### src/rtl/sumador_multiciclo.sv
// Multi-cycle W-bit adder/subtractor: one C-bit adder reused over K = W/C cycles,
// least-significant chunk first, with a registered carry linking the chunks.
module sumadorNbits #(
  parameter int N = 16
) (
  input  logic [N-1:0] a,
  input  logic [N-1:0] b,
  input  logic         cin,
  output logic [N-1:0] s,
  output logic         cout
);
  assign {cout, s} = {1'b0, a} + {1'b0, b} + {{N{1'b0}}, cin};
endmodule

module sumador_multiciclo #(
  parameter int W = 64,
  parameter int C = 16
) (
  input  logic         clk,
  input  logic         rst_n,
  input  logic         start,
  input  logic [W-1:0] a,
  input  logic [W-1:0] b,
  input  logic         cin,
  input  logic         sub,
  output logic         busy,
  output logic         done,
  output logic [W-1:0] q,
  output logic         cout,
  output logic         ovf
);
  localparam int K  = W / C;
  localparam int IW = (K > 1) ? $clog2(K) : 1;

  typedef enum logic [1:0] {IDLE, RUN, DONE} state_t;

  state_t         state_q, state_d;
  logic [W-1:0]   a_sh_q, a_sh_d;
  logic [W-1:0]   b_sh_q, b_sh_d;
  logic [W-1:0]   r_sh_q, r_sh_d;
  logic [W-1:0]   q_q, q_d;
  logic [IW-1:0]  idx_q, idx_d;
  logic           carry_q, carry_d;
  logic           a_msb_q, a_msb_d;
  logic           b_msb_q, b_msb_d;
  logic           cout_q, cout_d;
  logic           ovf_q, ovf_d;

  logic [C-1:0]   sum;
  logic           sum_cout;
  logic [W-1:0]   sum_wide;
  logic [W-1:0]   r_shifted;
  logic [W-1:0]   b_eff;

  sumadorNbits #(.N(C)) u_add (
    .a    (a_sh_q[C-1:0]),
    .b    (b_sh_q[C-1:0]),
    .cin  (carry_q),
    .s    (sum),
    .cout (sum_cout)
  );

  // Written as shift-and-OR so the single-chunk case (C == W) needs no special slice.
  always_comb begin
    sum_wide          = '0;
    sum_wide[C-1:0]   = sum;
    r_shifted         = (r_sh_q >> C) | (sum_wide << (W - C));
    b_eff             = sub ? ~b : b;
  end

  always_comb begin
    state_d = state_q;
    a_sh_d  = a_sh_q;
    b_sh_d  = b_sh_q;
    r_sh_d  = r_sh_q;
    q_d     = q_q;
    idx_d   = idx_q;
    carry_d = carry_q;
    a_msb_d = a_msb_q;
    b_msb_d = b_msb_q;
    cout_d  = cout_q;
    ovf_d   = ovf_q;
    case (state_q)
      IDLE, DONE: begin
        if (start) begin
          a_sh_d  = a;
          b_sh_d  = b_eff;
          carry_d = sub ? 1'b1 : cin;
          idx_d   = '0;
          a_msb_d = a[W-1];
          b_msb_d = b_eff[W-1];
          state_d = RUN;
        end else begin
          state_d = IDLE;
        end
      end
      RUN: begin
        carry_d = sum_cout;
        a_sh_d  = a_sh_q >> C;
        b_sh_d  = b_sh_q >> C;
        r_sh_d  = r_shifted;
        idx_d   = idx_q + 1'b1;
        // Last chunk: its sum bit C-1 is the result's sign bit.
        if (idx_q == IW'(K - 1)) begin
          q_d     = r_shifted;
          cout_d  = sum_cout;
          ovf_d   = (a_msb_q == b_msb_q) && (sum[C-1] != a_msb_q);
          state_d = DONE;
        end
      end
      default: state_d = IDLE;
    endcase
  end

  always_ff @(posedge clk or negedge rst_n) begin
    if (!rst_n) begin
      state_q <= IDLE;
      a_sh_q  <= '0;
      b_sh_q  <= '0;
      r_sh_q  <= '0;
      q_q     <= '0;
      idx_q   <= '0;
      carry_q <= 1'b0;
      a_msb_q <= 1'b0;
      b_msb_q <= 1'b0;
      cout_q  <= 1'b0;
      ovf_q   <= 1'b0;
    end else begin
      state_q <= state_d;
      a_sh_q  <= a_sh_d;
      b_sh_q  <= b_sh_d;
      r_sh_q  <= r_sh_d;
      q_q     <= q_d;
      idx_q   <= idx_d;
      carry_q <= carry_d;
      a_msb_q <= a_msb_d;
      b_msb_q <= b_msb_d;
      cout_q  <= cout_d;
      ovf_q   <= ovf_d;
    end
  end

  assign busy = (state_q == RUN);
  assign done = (state_q == DONE);
  assign q    = q_q;
  assign cout = cout_q;
  assign ovf  = ovf_q;
endmodule

### config.mk
export PLATFORM = sky130hd
export DESIGN_NAME = sumador_multiciclo
export DESIGN_NICKNAME = d
export VERILOG_FILES = /design/src/rtl/sumador_multiciclo.sv
export SDC_FILE = /design/constraint.sdc
export NUM_CORES = 1
export LEC_CHECK = 0
export CAP_MARGIN = 20
export CORE_MARGIN = 10
export CORE_UTILIZATION = 50
export CTS_CLUSTER_SIZE = 30
export DETAILED_ROUTE_END_ITERATION = 8
export PLACE_DENSITY = 0.77
export SYNTH_ARGS = -nofsm -noshare
export SYNTH_HDL_FRONTEND = slang
export SYNTH_SLANG_ARGS = --single-unit
### constraint.sdc
create_clock -name clk -period 3.5 [get_ports clk]
set_clock_uncertainty 0.1 [all_clocks]
set_input_delay 0.7 -clock clk [delete_from_list [all_inputs] [get_ports clk]]
set_output_delay 0.7 -clock clk [all_outputs]
set_load 0.02 [all_outputs]
# [After elaboration in Yosys (flattened, before gate mapping)]
# Cells that the tools add are included.
[classes] add_sub_neg=3 n_eq_ne=7 bitwise=2 n_reduce_logical=7 muxes=13
[op_table] cell="$pmux 64 s2" count=2
[op_table] cell="$mux 64" count=3
[op_table] cell="$not 64->64" count=1
[op_table] cell="$or 48x64->64" count=1
[op_table] cell="$add 16x16->17" count=1
[op_table] cell="$add 17x1->17" count=1
[op_table] cell="$pmux 2 s2" count=2
[op_table] cell="$reduce_and 2->1" count=3
[op_table] cell="$eq 2x2->1 const B" count=2
[op_table] cell="$mux 2" count=2
[op_table] cell="$mux 1" count=3
[op_table] cell="$add 2x1->2 const B" count=1
[op_table] cell="$eq 2x1->1 const B" count=1
[op_table] cell="$logic_not 2->1" count=1
[op_table] cell="$ne 2x1->1 const B" count=1
[op_table] cell="$ne 2x2->1 const B" count=1
[op_table] cell="$pmux 1 s2" count=1
[op_table] cell="$reduce_bool 2->1" count=1
[op_table] cell="$reduce_or 2->1" count=1
[op_table] cell="$eq 1x1->1" count=1
[op_table] cell="$logic_and 1x1->1" count=1
[op_table] cell="$ne 1x1->1" count=1
[word_totals] regBits=265 output_inout_bits=68 input_bits=133 word_cells=43

# [Logic depth before layout (Yosys ltp)]
# Gate-level depths: netlist of the first run.
[depth] ltp_word=4 depth_mapped=9 mapped_depth_nobuf=9

# [Cells and area by module]
# Synthesis of the first run repeated with hierarchy kept, for this count alone.
[hier_totals] cells_unflattened=985 hier_area_um2=11029.3
[modules_own_cells] module="sumador_multiciclo" cells_each=891 seq_area_each_um2=6231.0 instances=1 area_each_um2=10282.4
[modules_own_cells] module="sumadorNbits" cells_each=94 seq_area_each_um2=0.0 instances=1 area_each_um2=747.0

# [Worst setup path after synthesis of the first run]
# No wires, ideal clock.
[synth_timing] kind="reg-to-reg" startpoint="reg a_sh_q[0]" endpoint="reg q_q[60] (netlist: q[60])" path_stages_with_launch=10 setup_time_ns=0.130 arrival_ns=2.415 n_path_buf=0 required_ns=3.270 synth_period_minus_slack_ns=2.645 setup_slack_ns=0.855 cell_sequence="dfrtp_1 > fa_1 > fa_1 > a21o_1 > a21oi_2 > o21bai_4 > a21oi_2 > o41a_1 > xor2_1 > o21ai_0"
[synth_between] elab_chain_cells=3
[synth_lines] element="start, declared" line="38" rtl="logic [W-1:0] a_sh_q, a_sh_d;"
[synth_lines] element="start signal, assigned" line="130" rtl="a_sh_q <= a_sh_d;"
[synth_lines] element="$add 16x16->17" line="12" rtl="assign {cout, s} = {1'b0, a} + {1'b0, b} + {{N{1'b0}}, cin};"
[synth_lines] element="$add 17x1->17" line="12"
[synth_lines] element="$or 48x64->64" line="67" rtl="r_shifted = (r_sh_q >> C) | (sum_wide << (W - C));"
[synth_lines] element="end signal, assigned" line="133" rtl="q_q <= q_d;"
[synth_lines] element="end, declared" line="41" rtl="logic [W-1:0] q_q, q_d;"
# No other way between the ends.
# A chain may end at the register's enable or synchronous reset.

# [Worst setup path after layout of the first run]
[layout_timing] startpoint="reg state_q[0]" endpoint="out busy"
[layout_between] elab_chain_cells=1
[layout_lines] element="start, declared" line="37" rtl="state_t state_q, state_d;"
[layout_lines] element="start signal, assigned" line="129" rtl="state_q <= state_d;"
[layout_lines] element="$eq 2x1->1" line="143" rtl="assign busy = (state_q == RUN);"
[layout_lines] element="end, declared" line="26" rtl="output logic busy,"
# No other way between the ends.

==> summary.txt, run 1 <==
STA
  • Final setup viols: 0
  • Slew Viols, Final: 0
  • RSZ-0062 raised after global routing: false
  • Minimum clock period after layout: 2930 ps
  • Slew @ Worst Pin: 1000 ps
  • Final hold vios: 0
  • Final worst-path cycle share: 0.837
  • Highest clock rate: 0.342 GHz
  • Relative slew slack: 0.331
  • Hold_ws: 89.2 ps
  • Setup_tns: 0 ps

Final layout
  • Fin cells: 1,584
  • Fillers: 1,734
  • Sequential Area: 6230 µm²
  • Share of cells above drive strength 1: 0.0506
  • Synthesis-to-layout area growth: 28.6%
  • Multi-input gate area: 4420 µm²
  • ANT cells: 0
  • Fin util: 0.648
  • # nets final: 1,441
  • Design Area, Final: 14,100 µm²

Worst setup path
  • Required @ worst endpoint: 2700 ps
  • Setup crit end kind: primary output
  • Critical Path Start Type: flip-flop
  • Setup CP Type: flip-flop to primary output
  • Worst path arrival time: 2130 ps
  • CP max FO: 24

CTS
  • Postcts setup bufs: 0
  • Max H-tree Level: 1
  • CTS Sinks: 249
  • Cts bufs inserted: 26
  • CTS resizes: 0
  • Worst-path clk slew: 60 ps
  • Clk buf depth: 3
  • Clock Latency Late Sink: 520 ps
  • CTS Root Cell: clkbuf_16
  • TritonCTS clock tree: done
  • CTS Hold Bufs: 0

Power and ir drop
  • Static Leak: 6.59 nW
  • Peak supply drop: 0.000472 V
  • Pwr Density: 984 nW/µm²

Global routing
  • Gr ovfl total: 0
  • First-pass GRT wire length: 46,300 µm
  • Total track usage: 0.196
  • Pin count of the biggest net entering global routing: 106
  • Vias in the first global route: 8,613
  • Initial antenna violation count: 0

Synthesis
  • Xor and xnor area share after synthesis: 0.0585
  • Post-synth top cells: nand2_1 (410), dfrtp_1 (249), xnor2_1 (67)
  • Syn Area/Cell: 9.75 µm²
  • Largest family of logic cells by synthesized area: simple AND/OR/NAND/NOR gates
  • Synthesized area: 10,900 µm²
  • Area leader, netlist: dfrtp_1
  • Post-synthesis mux area share: 0.000916
  • Yosys reg bits: 249
  • Top cells by area, synth: dfrtp_1 (57%), nand2_1 (14%), xnor2_1 (5.4%)
  • Synth Area in Compound Gates: 0.142
  • Ys Warns: 0
  • Adder-Cell Fraction of Synth Area: 0.0220
  • Main synth FF type: dfrtp_1
  • Cells after synthesis: 1,121
  • Top-area cell type share of the netlist area: 0.570
  • Synth Area in Simple Gates: 0.179
  • Post-synthesis sequential area ratio: 0.570
  • Syn nets: 1,272
  • Fraction of registers with async set or reset after synthesis: 1.00
  • Most common cell in the netlist: nand2_1
  • Post-synth EDFFs: 0
  • Distinct cells, synth: 49

Detailed routing
  • Drt via density: 5.41
  • WL final: 28,500 µm
  • 1st-pass router iterations: 7
  • DRC viols: 0
  • Routed via count: 8,574
  • Initial DRC Count: 823
  • Routed len/inst: 18.0 µm
  • Routed Antenna Nets: 0

Run
  • Total of max-cap violations: 0

Floorplanning
  • Die X: 168 µm
  • DIE AREA: 28,200 µm²
  • Initial core utilization: 0.504
  • Die Y: 168 µm
  • Core Region: 21,700 µm²
  • Io pins: 201
  • Rows: 54

Hold path
  • Hold Crit Class: input pin to asynchronous set/reset pin

Placed design
  • Placed Cells incl. Taps: 1,542
  • HPWL Detailed: 19,700 µm
  • Gpl congestion: 0.828
  • Area after DPL: 13,200 µm²
  • Port Buf Inserts: 200

Run status
  • Outcome: finished clean
-- kinds of logic (layout without fill, tap and decap cells) --
kind of cell | count (synthesis) | after routing
AND/OR/NAND/NOR | 499 | 499
flip-flops | 249 | 249
AO/OA/AOI/OAI | 203 | 203
buffers and inverters | 78 | 261
XOR/XNOR | 73 | 73
adder cells (fa/ha/maj) | 18 | 18
multiplexers | 1 | 1
-- stage by stage --
stage                     total power [mW]  setup WS (ps)
after global routing                  14.8            392
after floorplan                       8.77            855
after CTS                             13.9            571
after detailed placement              11.0            656
final                                 13.8            572
after global placement                10.8            667
-- placed cells by master (no fill, tap or decap), types with 13 or more instances in the layout --
cell type | synthesis | layout
dfrtp_1 | 249 | 249
a21oi_1 | 17 | 17
o21ai_0 | 39 | 39
xnor2_1 | 67 | 67
a221o_1 | 48 | 48
nand2_1 | 410 | 409
ha_1 | 16 | 16
buf_4 | 0 | 13
a22o_1 | 16 | 16
nor2_1 | 56 | 55
a22oi_1 | 48 | 48
clkdlybuf4s50_1 | 0 | 198
clkbuf_16 | 0 | 27
-- cell type report --
type,instances,share of cell area
sequential,249,0.443
multi-input combinational,794,0.315
timing repair buffer,215,0.153
clock buffer,33,0.0504
tap,280,0.0249
clock inverter,9,0.0121
inverter,4,0.00125
-- power by group --
part / switching [mW] / leakage [nW] / internal [mW]
Clock: 1.09 / 0.432 / 1.78
Sequential: 0.906 / 3.15 / 4.21
Combinational: 3.46 / 3.00 / 2.40
Total: 5.45 / 6.59 / 8.38
-- path summary, 6_finish.rpt --
path                                                to  cells after the start  slack (ps)                   start
worst max-delay path                              busy                      3         570  state_q[0]$_DFFE_PN0P_
worst min-delay path            r_sh_q[18]$_DFFE_PN0P_                      1          90                   rst_n
worst max register to register       q[60]$_DFFE_PN0P_                      9         620   a_sh_q[0]$_DFFE_PN0P_
worst min register to register        q[3]$_DFFE_PN0P_                      2         370        q[3]$_DFFE_PN0P_
max in group asynchronous       a_sh_q[29]$_DFFE_PN0P_                      2        2360                   rst_n
min in group clk                      q[3]$_DFFE_PN0P_                      2         370        q[3]$_DFFE_PN0P_
-- worst max-delay path, stage by stage, from the launching register on --
cell and delay, ps:
dfrtp_1 480, nand2b_2 120, inv_4 270, clkdlybuf4s50_1 730
-- sequential cells by signal, indices dropped and copies added, names as in the netlist, 2 cells and up --
signal	cells
a_sh_q	64
b_sh_q	64
q	64
r_sh_q	48
idx_q	2
state_q	2
-- metal layers --
layer	global-route usage	up-vias	wire length, µm
li1	-	4115	-
met1	0.263	4095	12200
met4	0.0541	0	621
met3	0.0629	38	2560
met5	0	-	0
met2	0.301	326	13100
Power figures use the tool's default switching activity.
==> run 2: changes to the inputs <==
- clock period: 3.5 -> 2.9 ns (I/O delays scaled with it)
==> run 2 against run 1 <==
First-iteration DRC count decreased by 0.36%. Via count increased by 1.3%. Cell count increased by 0.88%. Routed wire length increased by 0.49%. Global-route usage decreased by 0.10 points. Cell area increased by 1.2%. Die area unchanged. Sequential power increased by 20%. Critical path depth increased by 7. Count of clock-buffer cells in the layout increased by 7. Worst hold slack improved by 280 ps. Critical path type is now flip-flop to flip-flop. Critical endpoint is now r_sh_q[62]$_DFFE_PN0P_. Largest power group unchanged. Highest routed layer unchanged.
==> summary.txt, run 2 (same netlist as run 1, synthesis figures left out) <==
Final layout
  • Fin util: 0.656
  • Commonest non-fill, non-tap cell in the layout: nand2_1
  • Fin cells: 1,598
  • Design Area, Final: 14,200 µm²
  • Synthesis-to-layout area growth: 30.2%
  • Most frequent cells in the layout: nand2_1 (409), dfrtp_1 (249), clkdlybuf4s50_1 (198)
  • # nets final: 1,448
  • Share of cells above drive strength 1: 0.0600

STA
  • Highest clock rate: 0.362 GHz
  • Minimum clock period after layout: 2760 ps
  • Slew Viols, Final: 0
  • Setup_tns: 0 ps
  • Final hold vios: 0
  • Relative slew slack: 0.544
  • RSZ-0062 raised after global routing: false
  • Final worst-path cycle share: 0.952
  • Final setup viols: 0
  • Slew @ Worst Pin: 684 ps
  • Final worst slack: 140 ps

Detailed routing
  • Initial DRC Count: 820
  • 1st-pass router iterations: 5
  • Routed via count: 8,689
  • Routed Antenna Nets: 0
  • Routed len/inst: 17.9 µm
  • WL final: 28,700 µm
  • DRC viols: 0
  • Drt via density: 5.44

Floorplanning
  • Io pins: 201
  • Die Y: 168 µm
  • Core Region: 21,700 µm²
  • DIE AREA: 28,200 µm²
  • Rows: 54
  • Initial core utilization: 0.504
  • Die X: 168 µm

Global routing
  • Gr ovfl total: 0
  • Total track usage: 0.195
  • Vias in the first global route: 8,488
  • Pin count of the biggest net entering global routing: 103
  • Initial antenna violation count: 1
  • First-pass GRT wire length: 45,800 µm

Worst setup path
  • Buffers & Inverters on Critical Path: 1
  • CP max stage delay: 430 ps
  • Worst r2r path cells: 10
  • Slowest cell on crit path: fa_2
  • Worst path arrival time: 3050 ps
  • Worst R2R End: r_sh_q[62]$_DFFE_PN0P_
  • Required @ worst endpoint: 3190 ps
  • CP max FO: 4
  • Crit path launch: carry_q$_DFFE_PN0P_
  • Reg2reg setup slack: 140 ps
  • Crit-path cells: fa_2, fa_2, a21o_1, a21oi_4, o21bai_4, a21oi_4, o41a_1, buf_4, or4_1, nand3_1
  • Critical Path Start Type: flip-flop
  • Worst R2R Start: carry_q$_DFFE_PN0P_
  • Stages on worst setup path: 10
  • Crit path capture: r_sh_q[62]$_DFFE_PN0P_
  • Setup crit end kind: flip-flop
  • Kind of cell adding the most delay to the critical path: compound AO/OA/AOI/OAI gates
  • Setup CP Type: flip-flop to flip-flop

Placed design
  • Port Buf Inserts: 200
  • Placed Cells incl. Taps: 1,546
  • Area after DPL: 13,300 µm²
  • Gpl congestion: 0.877
  • Pre-CTS WS: 12.6 ps
  • HPWL Detailed: 20,200 µm

CTS
  • CTS Root Cell: clkbuf_16
  • Worst-path clk slew: 60 ps
  • TritonCTS clock tree: done
  • CTS Sinks: 249
  • Cts bufs inserted: 26
  • Max H-tree Level: 1
  • Clk buf depth: 3
  • Clock Latency Late Sink: 520 ps

Hold path
  • Hold Crit Class: flip-flop to flip-flop
  • Hold Crit Start: r_sh_q[30]$_DFFE_PN0P_

Power and ir drop
  • Static Leak: 6.65 nW
  • Peak supply drop: 0.000750 V
  • Pwr Density: 1190 nW/µm²

Run status
  • Outcome: finished clean

Run
  • Total of max-cap violations: 0
## run 2: cell count changes in the layout (fill, tap and decap cells not counted), sizes merged
| cell | delta |
|---|---|
| dlygate4sd3 | +1 |
| bufinv | -2 |
| diode | +1 |
| buf | +6 |
| clkinv | -1 |
| clkinvlp | +2 |
| clkbuf | +7 |
## run 2: power breakdown
part | total (mW) | internal, mW | switching [mW]
combinational | 7.26 | 3.01 | 4.25
sequential | 6.15 | 5.08 | 1.07
clock | 3.46 | 2.13 | 1.33
total | 16.9 | 10.2 | 6.65
## run 2: per-stage QoR
stage          power, mW  hold WS, ps
2_1_floorplan       10.6          184
3_3_place_gp        13.2          352
3_5_place_dp        13.3          355
4_1_cts             16.9          369
5_1_grt             18.1          392
6_report            16.9          367
## run 2: timing repair
action | CTS | global route
setup endpoints to repair | 2 | 11
buffers inserted | 0 | 2
hold endpoints to repair | 69 | 0
hold buffers | 1 | 0
resized for setup | 0 | 5
pin swaps | 1 | 2
## run 2: metal layers
metal	up-vias	part of all wire	routed length, µm	global-route usage
li1	4152	-	-	-
met1	4170	0.43	12400	0.257
met2	323	0.45	12900	0.297
met3	44	0.091	2610	0.0712
met4	0	0.028	791	0.0568
met5	-	0	0	0
## run 2: layout make-up
type | count | area, µm²
diodes | 1 | 2.50
clock buffers | 40 | 785
clock inverters | 8 | 120
fillers | 1696 | 7460
inverters | 4 | 17.5
multi-input cells | 794 | 4450
flip-flops and latches | 249 | 6230
well taps | 280 | 350
repair buffers | 222 | 2270
## run 2: worst min path at each step
| stage | end | slack (ps) | cells past startpoint |
|---|---|---|---|
| 6_report | q[14]$_DFFE_PN0P_ | 370 | 2 |
| 5_1_grt | q[15]$_DFFE_PN0P_ | 390 | 2 |
| 4_1_cts | q[14]$_DFFE_PN0P_ | 370 | 2 |
| 3_5_place_dp | q[14]$_DFFE_PN0P_ | 350 | 2 |
| 3_3_place_gp | q[12]$_DFFE_PN0P_ | 350 | 2 |
| 2_1_floorplan | a_msb_q$_DFFE_PN0P_ | 180 | 0 |
## run 2: worst min-delay path: cells and delay by family (launching register included)
| kind | cells | cell delay [ps] |
|---|---|---|
| DFF | 1 | 340 |
| and+or+nand+nor | 2 | 100 |
==> run 3: changes to the inputs <==
- GPL_ROUTABILITY_DRIVEN: not set -> 0
==> run 3 against run 2 <==
Via count about the same. Non-clock buffer count decreased by 5. Total power decreased by 0.48%. Worst hold slack about the same. Register-to-register slack got worse by 30 ps. Critical endpoint is now r_sh_q[60]$_DFFE_PN0P_. Largest cell class unchanged.
==> summary.txt, run 3 (same netlist as run 1, synthesis figures left out) <==
Run status
  • Outcome: finished clean

CTS
  • Postcts setup bufs: 0
  • TritonCTS clock tree: done
  • Worst-path clk slew: 60 ps
  • Clk buf depth: 3
  • Cts bufs inserted: 27
  • Clock Latency Late Sink: 520 ps
  • Max H-tree Level: 1
  • CTS Root Cell: clkbuf_16
  • CTS Sinks: 249

Worst setup path
  • Slowest cell on crit path: fa_2
  • Crit path top cell by count: a21oi_4
  • Required @ worst endpoint: 3170 ps
  • Critical Path Start Type: flip-flop
  • Kind of cell adding the most delay to the critical path: compound AO/OA/AOI/OAI gates
  • Worst path arrival time: 3060 ps
  • CP max stage delay: 430 ps
  • Stages on worst setup path: 9
  • Setup CP Type: flip-flop to flip-flop
  • Crit-path cells: fa_2, fa_1, a21o_1, a21oi_4, o21bai_4, a21oi_4, o41a_1, xor2_1, o21ai_0
  • Buffers & Inverters on Critical Path: 0
  • CP max FO: 6
  • Worst r2r path cells: 9
  • Setup crit end kind: flip-flop

Final layout
  • Commonest non-fill, non-tap cell in the layout: nand2_1
  • Fillers: 1,738
  • # nets final: 1,444
  • Share of cells above drive strength 1: 0.0564
  • Multi-input gate area: 4440 µm²
  • ANT cells: 0
  • Sequential Area: 6230 µm²
  • Most frequent cells in the layout: nand2_1 (409), dfrtp_1 (249), clkdlybuf4s50_1 (198)
  • Fin util: 0.653
  • Synthesis-to-layout area growth: 29.6%

Detailed routing
  • 1st-pass router iterations: 8
  • DRC viols: 0
  • Routed len/inst: 18.2 µm
  • WL final: 29,000 µm
  • Initial DRC Count: 792
  • Routed Antenna Nets: 0
  • Drt via density: 5.45
  • Routed via count: 8,687

STA
  • Slew @ Worst Pin: 685 ps
  • Highest clock rate: 0.359 GHz
  • Minimum clock period after layout: 2790 ps
  • Hold_ws: 367 ps
  • Final worst-path cycle share: 0.961
  • Final hold vios: 0
  • Setup_tns: 0 ps
  • Slew Viols, Final: 0
  • Relative slew slack: 0.544
  • RSZ-0062 raised after global routing: false
  • Final setup viols: 0

Global routing
  • Global Route met1 Usage: 0.257
  • Pin count of the biggest net entering global routing: 103
  • Total track usage: 0.200
  • Met2 usage: 0.316
  • Vias in the first global route: 8,839
  • First-pass GRT wire length: 46,900 µm
  • Gr busiest metal: met2
  • Gr ovfl total: 0
  • Initial antenna violation count: 0
  • Met3 GRT Util: 0.0675

Placed design
  • Port Buf Inserts: 200
  • HPWL Detailed: 20,300 µm

Power and ir drop
  • Static Leak: 6.63 nW
  • P_sw: 6.69 mW
  • Net Sw Frac: 0.398
  • Pwr Density: 1190 nW/µm²
  • Comb pwr share: 0.431
  • Sequential power share: 0.367
  • Internal Power: 10.1 mW
  • Peak supply drop: 0.000642 V
  • Power share of the clock group: 0.202

Floorplanning
  • Io pins: 201
  • Core Region: 21,700 µm²
  • Initial core utilization: 0.504
  • Rows: 54
  • Die Y: 168 µm
  • DIE AREA: 28,200 µm²
  • Die X: 168 µm

Hold path
  • Hold Crit Class: flip-flop to flip-flop
  • WHS Path Cells: 2

Run
  • Total of max-cap violations: 0
## run 3: final cells by class
type | instances | area share
Clock buffer | 40 | 0.0554
Multi-Input combinational cell | 794 | 0.314
Timing Repair Buffer | 217 | 0.158
Tap cell | 280 | 0.0247
Inverter | 4 | 0.00124
Sequential cell | 249 | 0.440
Clock inverter | 9 | 0.00698
## run 3: power groups by stage
| stage | clock [mW] | sequential, mW | combinational [mW] |
|---|---|---|---|
| after CTS | 3.44 | 6.15 | 7.26 |
| after global placement | 0 | 6.12 | 7.00 |
| after floorplan | 0 | 6.34 | 4.25 |
| after global routing | 3.60 | 6.34 | 8.05 |
| after detailed placement | 0 | 6.19 | 7.18 |
| final | 3.39 | 6.16 | 7.24 |
## run 3: path summary, 6_finish.rpt
kind,start,endpoint,slack (ps)
worst max-delay path,a_sh_q[0]$_DFFE_PN0P_,r_sh_q[60]$_DFFE_PN0P_,110
worst min-delay path,r_sh_q[21]$_DFFE_PN0P_,q[5]$_DFFE_PN0P_,370
worst max register to register,a_sh_q[0]$_DFFE_PN0P_,r_sh_q[60]$_DFFE_PN0P_,110
worst min register to register,r_sh_q[21]$_DFFE_PN0P_,q[5]$_DFFE_PN0P_,370
max in group asynchronous,rst_n,a_sh_q[49]$_DFFE_PN0P_,1350
min in group asynchronous,rst_n,q[19]$_DFFE_PN0P_,500
## run 3: routing by layer
| metal | up-vias | wire, µm |
|---|---|---|
| li1 | 4133 | - |
| met1 | 4163 | 12000 |
| met2 | 339 | 13400 |
| met3 | 52 | 2760 |
| met4 | 0 | 860 |
| met5 | - | 0 |
## run 3: through the flow
step / power [mW] / setup WS [ps] / instance area, µm² / cells
after global routing: 18.0 / 14.9 / 14200 / 1593
after global placement: 13.1 / 73.5 / 13200 / 1543
after detailed placement: 13.4 / 8.17 / 13200 / 1543
after CTS: 16.8 / 31.7 / 14100 / 1593
after floorplan: 10.6 / 255 / 10900 / 1121
final: 16.8 / 113 / 14200 / 1593
## run 3: worst min-delay path, cell delays in order, from the launching register on
cell and delay (ps):
dfrtp_1 340, nand2_1 50, nand2_1 50
## run 3: timing repair
item / in CTS / in global routing
endpoints found under the setup margin: 1 / 7
pin swaps: 1 / 1
hold buffers: 1 / 0
endpoints found under the hold margin: 64 / 0
gates resized for setup: 0 / 4
